**config.mk**
```make
export PLATFORM = sky130hd
export DESIGN_NAME = ifetch_stage
export DESIGN_NICKNAME = d
export VERILOG_FILES = /design/src/rtl/mips_pkg.sv /design/src/rtl/ifetch_hold_buf.sv /design/src/rtl/ifetch_stage.sv
export SDC_FILE = /design/constraint.sdc
export NUM_CORES = 1
export LEC_CHECK = 0
export CAP_MARGIN = 15
export CELL_PAD_IN_SITES_DETAIL_PLACEMENT = 2
export CELL_PAD_IN_SITES_GLOBAL_PLACEMENT = 2
export CORE_UTILIZATION = 27
export CTS_BUF_LIST = sky130_fd_sc_hd__clkbuf_4
export DETAILED_ROUTE_END_ITERATION = 8
export HOLD_SLACK_MARGIN = 0.1
export PLACE_DENSITY = 0.84
export SETUP_SLACK_MARGIN = 0.1
export SYNTH_ARGS = -nofsm -noshare
export SYNTH_HDL_FRONTEND = slang
export SYNTH_SLANG_ARGS = --single-unit
```
**constraint.sdc**
```tcl
create_clock -name clk -period 2.21 [get_ports clk]
set_input_delay 0.442 -clock clk [delete_from_list [all_inputs] [get_ports clk]]
set_output_delay 0.442 -clock clk [all_outputs]
set_load 0.05 [all_outputs]
```
**src/rtl/mips_pkg.sv**
```systemverilog
// mips_pkg: opcode constants and fetch-stage types shared across the MIPS datapath.
package mips_pkg;
    localparam logic [5:0] OP_RTYPE = 6'b000000;
    localparam logic [5:0] OP_J     = 6'b000010;
    localparam logic [5:0] OP_BEQ   = 6'b000100;
    localparam logic [5:0] OP_BNE   = 6'b000101;
    localparam logic [5:0] OP_ADDI  = 6'b001000;
    localparam logic [5:0] OP_LW    = 6'b100011;
    localparam logic [5:0] OP_SW    = 6'b101011;
    localparam logic [31:0] NOP_INSTR = 32'h0;
    typedef enum logic [1:0] {FS_IDLE, FS_RUN, FS_WAIT, FS_FLUSH} fetch_state_e;
endpackage

```
**src/rtl/ifetch_hold_buf.sv**
```systemverilog
// ifetch_hold_buf: one-entry skid slot for a fetch response that IF/ID cannot take yet.
module ifetch_hold_buf (
    input  logic        clk,
    input  logic        rst,
    input  logic        clr_i,
    input  logic        load_i,
    input  logic        drain_i,
    input  logic [31:0] instr_i,
    input  logic [31:0] pc4_i,
    output logic        full_o,
    output logic [31:0] instr_o,
    output logic [31:0] pc4_o
);
    logic        full_q;
    logic [31:0] instr_q, pc4_q;
    always_ff @(posedge clk) begin
        if (rst || clr_i) full_q <= 1'b0;
        else if (load_i) full_q <= 1'b1;
        else if (drain_i) full_q <= 1'b0;
        if (rst) begin
            instr_q <= 32'h0;
            pc4_q   <= 32'h0;
        end else if (load_i) begin
            instr_q <= instr_i;
            pc4_q   <= pc4_i;
        end
    end
    assign full_o  = full_q;
    assign instr_o = instr_q;
    assign pc4_o   = pc4_q;
endmodule

```
**src/rtl/ifetch_stage.sv**
```systemverilog
// ifetch_stage: PC, single-outstanding instruction fetch, hold buffer and redirect flush feeding IF/ID.
module ifetch_stage
    import mips_pkg::*;
#(
    parameter logic [31:0] RESET_PC = 32'h0000_0000
) (
    input  logic        clk,
    input  logic        rst,
    output logic        imem_req,
    output logic [31:0] imem_addr,
    input  logic        imem_valid,
    input  logic [31:0] imem_rdata,
    input  logic        stall,
    input  logic        redirect_valid,
    input  logic [31:0] redirect_pc,
    output logic        ifid_valid,
    output logic [31:0] ifid_instr,
    output logic [31:0] ifid_pc4,
    output logic [5:0]  ifid_opcode
);
    fetch_state_e state_q, state_d;
    logic [31:0]  pc_q, pc_d, instr_q, instr_d, pc4_q, pc4_d;
    logic         valid_q, valid_d;
    logic         hb_full;
    logic [31:0]  hb_instr, hb_pc4;
    logic         in_flight, resp, drain, hb_load, ifid_load, hb_busy;
    assign in_flight = (state_q == FS_WAIT) || (state_q == FS_FLUSH);
    assign resp      = imem_valid && (state_q == FS_WAIT) && !redirect_valid;
    assign drain     = hb_full && !stall;
    assign hb_load   = resp && (drain || (valid_q && stall));
    assign ifid_load = drain || (resp && !hb_load);
    // a request is only safe if the hold buffer will still be empty after this edge
    assign hb_busy   = hb_load || (hb_full && stall);
    assign imem_req  = !rst && !redirect_valid && !hb_busy &&
                       ((state_q == FS_RUN) || (in_flight && imem_valid));
    always_comb begin
        state_d = state_q;
        if (state_q == FS_IDLE) state_d = FS_RUN;
        else if (redirect_valid) state_d = (in_flight && !imem_valid) ? FS_FLUSH : FS_RUN;
        else if (imem_req) state_d = FS_WAIT;
        else if (in_flight && imem_valid) state_d = FS_RUN;
    end
    // pc already points one word past the outstanding fetch, so it doubles as that fetch's pc4
    assign pc_d    = redirect_valid ? (redirect_pc & ~32'h3) : imem_req ? pc_q + 32'd4 : pc_q;
    assign valid_d = !redirect_valid && (ifid_load || (stall && valid_q));
    assign instr_d = ifid_load ? (drain ? hb_instr : imem_rdata) : instr_q;
    assign pc4_d   = ifid_load ? (drain ? hb_pc4 : pc_q) : pc4_q;
    always_ff @(posedge clk) begin
        if (rst) begin
            state_q <= FS_IDLE;
            pc_q    <= RESET_PC;
            valid_q <= 1'b0;
            instr_q <= NOP_INSTR;
            pc4_q   <= 32'h0;
        end else begin
            state_q <= state_d;
            pc_q    <= pc_d;
            valid_q <= valid_d;
            instr_q <= instr_d;
            pc4_q   <= pc4_d;
        end
    end
    ifetch_hold_buf u_hold (
        .clk     (clk),
        .rst     (rst),
        .clr_i   (redirect_valid),
        .load_i  (hb_load),
        .drain_i (drain),
        .instr_i (imem_rdata),
        .pc4_i   (pc_q),
        .full_o  (hb_full),
        .instr_o (hb_instr),
        .pc4_o   (hb_pc4)
    );
    assign imem_addr   = pc_q;
    assign ifid_valid  = valid_q;
    assign ifid_instr  = instr_q;
    assign ifid_pc4    = pc4_q;
    assign ifid_opcode = instr_q[31:26];
endmodule

```
# Yosys cells after proc, flatten, opt, wreduce, memory -nomap -nowiden
# Index checks and enable logic that the tools add are counted.
dict set report totals {
  reg_bits 164
  inputBits 69
  out_inout_bits 104
  wordCells 58
}
dict set report op_classes {
  n_addsub 1
  n_eq_ne 3
  mux 11
  n_reduce_logical 33
}
# cell n
set op_table {}
lappend op_table {{$mux W32} 4}
lappend op_table {{$add A32 B3 Y32 const B} 1}
lappend op_table {{$logic_and A1 B1 Y1} 13}
lappend op_table {{$mux W2} 4}
lappend op_table {{$logic_or A1 B1 Y1} 7}
lappend op_table {{$logic_not A1 Y1} 6}
lappend op_table {{$eq A2 B2 Y1 const B} 2}
lappend op_table {{$reduce_bool A2 Y1} 2}
lappend op_table {{$reduce_bool A4 Y1} 1}
lappend op_table {{$reduce_or A2 Y1} 2}
lappend op_table {{$mux W1} 3}
lappend op_table {{$reduce_bool A3 Y1} 1}
lappend op_table {{$eq A2 B1 Y1 const B} 1}
lappend op_table {{$logic_not A2 Y1} 1}

# Longest topological paths before layout
dict set report logic_depth {
  word_depth 11
  mapped_depth 10
  depth_no_buf 6
}

# Modules after synthesis
# From an unflattened synthesis, not the netlist that was laid out.
dict set report hier_totals {
  hier_cells 722
  hier_area_um2 6845.3
}
# module n_inst cells_each area_per_inst_um2 seq_area_each_um2
set modules_own_cells {}
lappend modules_own_cells {ifetch_stage 1 512 4524.3 1941.9}
lappend modules_own_cells {ifetch_hold_buf 1 210 2321.0 1301.2}

# Worst setup path after synthesis
# No wires, ideal clock.
dict set report synth_timing {
  kind {register to register}
  from {register pc_q[6], in the netlist imem_addr[6]}
  to {register pc_q[14], in the netlist imem_addr[14]}
  setup_ns 0.074
  t_arrival_ns 2.239
  t_required_ns 2.136
  setup_slack_ns -0.104
  path_stages_with_launch 6
  n_path_buf 0
  synth_period_minus_slack_ns 2.314
  path_cell_list {dfxtp_1 > nand4_1 > nor4_4 > nand3_2 > or3_1 > a31oi_1}
}
dict set report synth_between {
  elab_chain_cells 3
}
# item line_no
set synth_lines {}
lappend synth_lines {{start: declaration} ifetch_stage.sv:22} ;# logic [31:0] pc_q, pc_d, instr_q, instr_d, pc4_q, pc4_d;
lappend synth_lines {{start signal: assignment} ifetch_stage.sv:57} ;# pc_q <= pc_d;
lappend synth_lines {{$add A32 B3 Y32} ifetch_stage.sv:44} ;# assign pc_d = redirect_valid ? (redirect_pc & ~32'h3) : imem_req ? pc_q + 32'd4 : pc_q;
lappend synth_lines {{$mux W32 (2 in series)} ifetch_stage.sv:44}
# Every way passes these cells. The select of a mux whose other input is x is not followed.
# A chain may end at the register's enable or synchronous reset.

# Worst setup path after layout
dict set report layout_timing {
  from {register state_q[0]}
  to {output imem_req}
}
dict set report layout_between {
  elab_chain_cells 8
  elab_cells_between_ends 13
  cone_classes {eq/ne (3); reduce/logical (10)}
}
# item line_no
set layout_lines {}
lappend layout_lines {{start: declaration} ifetch_stage.sv:21} ;# fetch_state_e state_q, state_d;
lappend layout_lines {{start signal: assignment} ifetch_stage.sv:56} ;# state_q <= state_d;
lappend layout_lines {{$eq A2 B2 Y1} {ifetch_stage.sv:27, ifetch_stage.sv:28}}
lappend layout_lines {{$logic_and A1 B1 Y1 (2 in series)} ifetch_stage.sv:28} ;# assign resp = imem_valid && (state_q == FS_WAIT) && !redirect_valid;
lappend layout_lines {{$logic_and A1 B1 Y1} ifetch_stage.sv:30} ;# assign hb_load = resp && (drain || (valid_q && stall));
lappend layout_lines {{$logic_or A1 B1 Y1} ifetch_stage.sv:33} ;# assign hb_busy = hb_load || (hb_full && stall);
lappend layout_lines {{$logic_not A1 Y1} ifetch_stage.sv:34} ;# assign imem_req = !rst && !redirect_valid && !hb_busy &&
lappend layout_lines {{$logic_and A1 B1 Y1} ifetch_stage.sv:34}
lappend layout_lines {{$logic_and A1 B1 Y1 *} ifetch_stage.sv:34}
lappend layout_lines {{end: declaration} ifetch_stage.sv:9} ;# output logic imem_req,
# Every way passes the cells marked *; elsewhere a longest branch is shown, timed or not.

==> impl_metrics.json <==
{
  "status": "finished, violations left",
  "violations": "setup timing",
  "io_pins": 173,
  "synthFlopType": "dfxtp_1",
  "nNetsFinal": 1081,
  "power_density_nw_per_um2": 590,
  "area_delta_synth_final_pct": 41.0,
  "synth_warnings": 0,
  "tightest_slew_ns": 0.728,
  "worstPathArrival_ns": 1.89,
  "grt_setup_unrepaired": "yes",
  "worstSkewPairLatency_ns": 0.59,
  "synth_area_um2": 6880,
  "path_max_fanout": 4,
  "numCtsBuffers": 17,
  "finalInstanceArea_um2": 9700,
  "relSlewSlack_pct": 51.4,
  "fin_total_pwr_mw": 5.73,
  "path_cells": "nor4bb_4, buf_4, o21ai_4, nand2_4, inv_4, buf_8",
  "clock_sinks": 158,
  "track_usage_pct": 20.1,
  "grt_max_degree": 150,
  "fin_crit_ns": 2.33,
  "multiInputGateArea_um2": 3450,
  "combPwrFrac_pct": 13.8,
  "leakagePower_nw": 4.06,
  "slowest_delay_ns": 0.38,
  "rows": 58,
  "worstPathRequired_ns": 1.77,
  "min_delay_path_depth": 3,
  "die_w_um": 162,
  "grt_pass1_vias": 7548,
  "viasPerCell": 5.11,
  "finalWirelength_mm": 26.0,
  "fmaxAchievable_mhz": 429,
  "hold_violations": 0,
  "synth_cell_types": 54,
  "min_path_type": "in2reg",
  "overflow": 0,
  "end_kind": "primary output",
  "startpoint_type": "flop",
  "root_buffer": "clkbuf_4",
  "drt_iter0_drc": 271,
  "final_antenna_net_count": 0,
  "synth_cells": 818,
  "grtUsageMet3_pct": 3.72,
  "antenna_found_initial": 1,
  "globalplace.congestion": 0.819,
  "seq_area_frac_synth_pct": 46.0,
  "peakVddDrop_uv": 272,
  "path_clk_slew_ns": 0.14,
  "pwr-share-clk_pct": 34.3,
  "dieArea_um2": 26100,
  "dr.pass1.iters": 4,
  "fillers": 2860,
  "r2r_cells": 6,
  "fin_ws_ns": -0.119,
  "busiest_layer": "met2",
  "ctsHoldBuffers": 0,
  "grt_pass1_wl_mm": 41.1,
  "io_buffers": 166,
  "cts_tree": "yes",
  "drive_gt1_share_pct": 16.8,
  "htree_levels": 4,
  "met2_usage_pct": 35.8,
  "setup_viol": 2,
  "synth_seq_cells": 158,
  "cap_viol_max_count": 0,
  "grt_util_met1_pct": 24.3,
  "synthTopCellsByArea": "dfxtp_1 46%, mux2i_1 9.2%, nand2_1 9.0%",
  "avgRoutedWirePerCell_um": 19.2,
  "initial_core_util_pct": 27.4,
  "ys_async_sr_fraction_pct": 0,
  "synth_top_area_cell": "dfxtp_1",
  "placed_area_um2": 9340,
  "dp_hpwl_mm": 17.5,
  "die_y_um": 162,
  "swShare_pct": 31.5,
  "routed-via-count": 6924,
  "core_um2": 25100,
  "cp_slowest_cell": "nor4bb_4",
  "hold_slack_ns": 0.234,
  "drcViolationCount": 0,
  "fin_util_pct": 38.6,
  "max-clock-path-buffers": 2,
  "register_area_um2": 3180,
  "maxSlewViolCount": 0,
  "p_sw_mw": 1.80,
  "path_class": "reg2out",
  "power_frac_seq_pct": 51.9,
  "clock_skew_ns": 0.0277,
  "yosysTopAreaCellShare_pct": 46.0,
  "syn_avg_cell_area_um2": 8.41,
  "synth_edf_count": 0,
  "p_int_mw": 3.92,
  "fin_crit_sh_pct": 105
}
==> worst paths after layout <==
kind | end | slack, ns | startpoint
worst max-delay path | imem_req | -0.12 | state_q[0]
worst min-delay path | ifid_valid | 0.23 | rst
worst max register to register | imem_addr[15] | -0.04 | state_q[0]
worst min register to register | u_hold.instr_o[8] | 0.47 | u_hold.instr_o[8]
==> repair_timing <==
| action | 4_1_cts | 5_1_grt |
|---|---|---|
| gates resized for setup | 147 | 24 |
| setup buffers | 7 | 0 |
| setup endpoints to repair | 111 | 69 |
| pin swaps | 4 | 3 |
==> worst max-delay path: cells and delay by family (launching register included) <==
kind / cells / cell delay (ns)
DFF: 1 / 0.37
and+or+nand+nor: 2 / 0.48
buffers and inverters: 3 / 0.38
AOI/OAI and AO/OA: 1 / 0.07
==> sequential cells by signal, indices dropped and copies added, names as in the netlist <==
name            cells
imem_addr          30
ifid_instr         32
u_hold.full_o       1
u_hold.pc4_o       30
ifid_pc4           30
u_hold.instr_o     32
ifid_valid          1
state_q             2
==> metrics by stage <==
step                instances  setup WS [ns]  setup TNS (ns)
floorplan                 821          0.103               0
CTS                      1354         -0.177          -0.177
global route             1355         -0.236          -0.793
finish                   1355         -0.119          -0.160
global placement         1316         -0.519          -31.30
detailed placement       1316         -0.628          -45.73
==> logic make-up (layout without fill, tap and decap cells) <==
logic type,count (synthesis),in the layout,share of synthesized area (%)
simple gates,309,309,19.6
flops,158,158,46.0
mux,65,65,9.50
buf+inv,84,287,5.53
compound gates,200,200,19.1
fa+ha+maj,1,1,0.182
other cells,1,5,0.0545
==> Yosys cell counts, types with 12 or more instances <==
master	count
buf_2	12
dfxtp_1	158
nand3_1	13
nor2_1	75
buf_4	13
a21oi_1	79
mux2i_1	63
nand2_1	165
clkbuf_1	42
nand4_1	13
a211oi_1	62
==> power by group through the flow <==
| stage | Clock [mW] | Sequential, mW | Combinational (mW) |
|---|---|---|---|
| floorplan | 0 | 3.20 | 0.251 |
| global placement | 0 | 3.03 | 0.786 |
| detailed placement | 0 | 3.03 | 0.802 |
| CTS | 2.05 | 2.97 | 0.792 |
| global route | 2.15 | 2.98 | 0.840 |
| finish | 1.96 | 2.97 | 0.793 |
==> routing by layer <==
metal  part of all wire [%]  routed length (um)
met4                    1.8                 480
met5                      0                   0
met3                    3.5                 917
met2                     50               13000
met1                     45               11600
==> cells in the final DEF (no fill, tap or decap), drive strengths merged, types with 3 or more instances in the layout <==
cell,n
nand2,166
dfxtp,158
buf,84
a21oi,79
nor2,75
dlygate4sd2,74
mux2i,63
clkdlybuf4s50,63
a211oi,62
inv,22
clkbuf,21
clkdlybuf4s15,18
nand3,14
nand4,13
a31oi,11
nor3,11
o21ai,9
nor4,7
o211ai,6
o311ai,6
and2,5
and3,4
conb,4
o22ai,4
a311oi,4
a32oi,3
o31a,3
a21o,3
or3,3
==> layout make-up <==
cell class | count | share of cell area, %
antenna | 1 | 0.0258
clock buffer | 17 | 1.32
clock inverter | 15 | 1.78
inverter | 12 | 0.490
multi-input combinational | 579 | 35.6
sequential | 158 | 32.8
tap | 330 | 4.26
timing repair buffer | 243 | 23.7
Note: power is estimated with default switching activity, not from simulation.
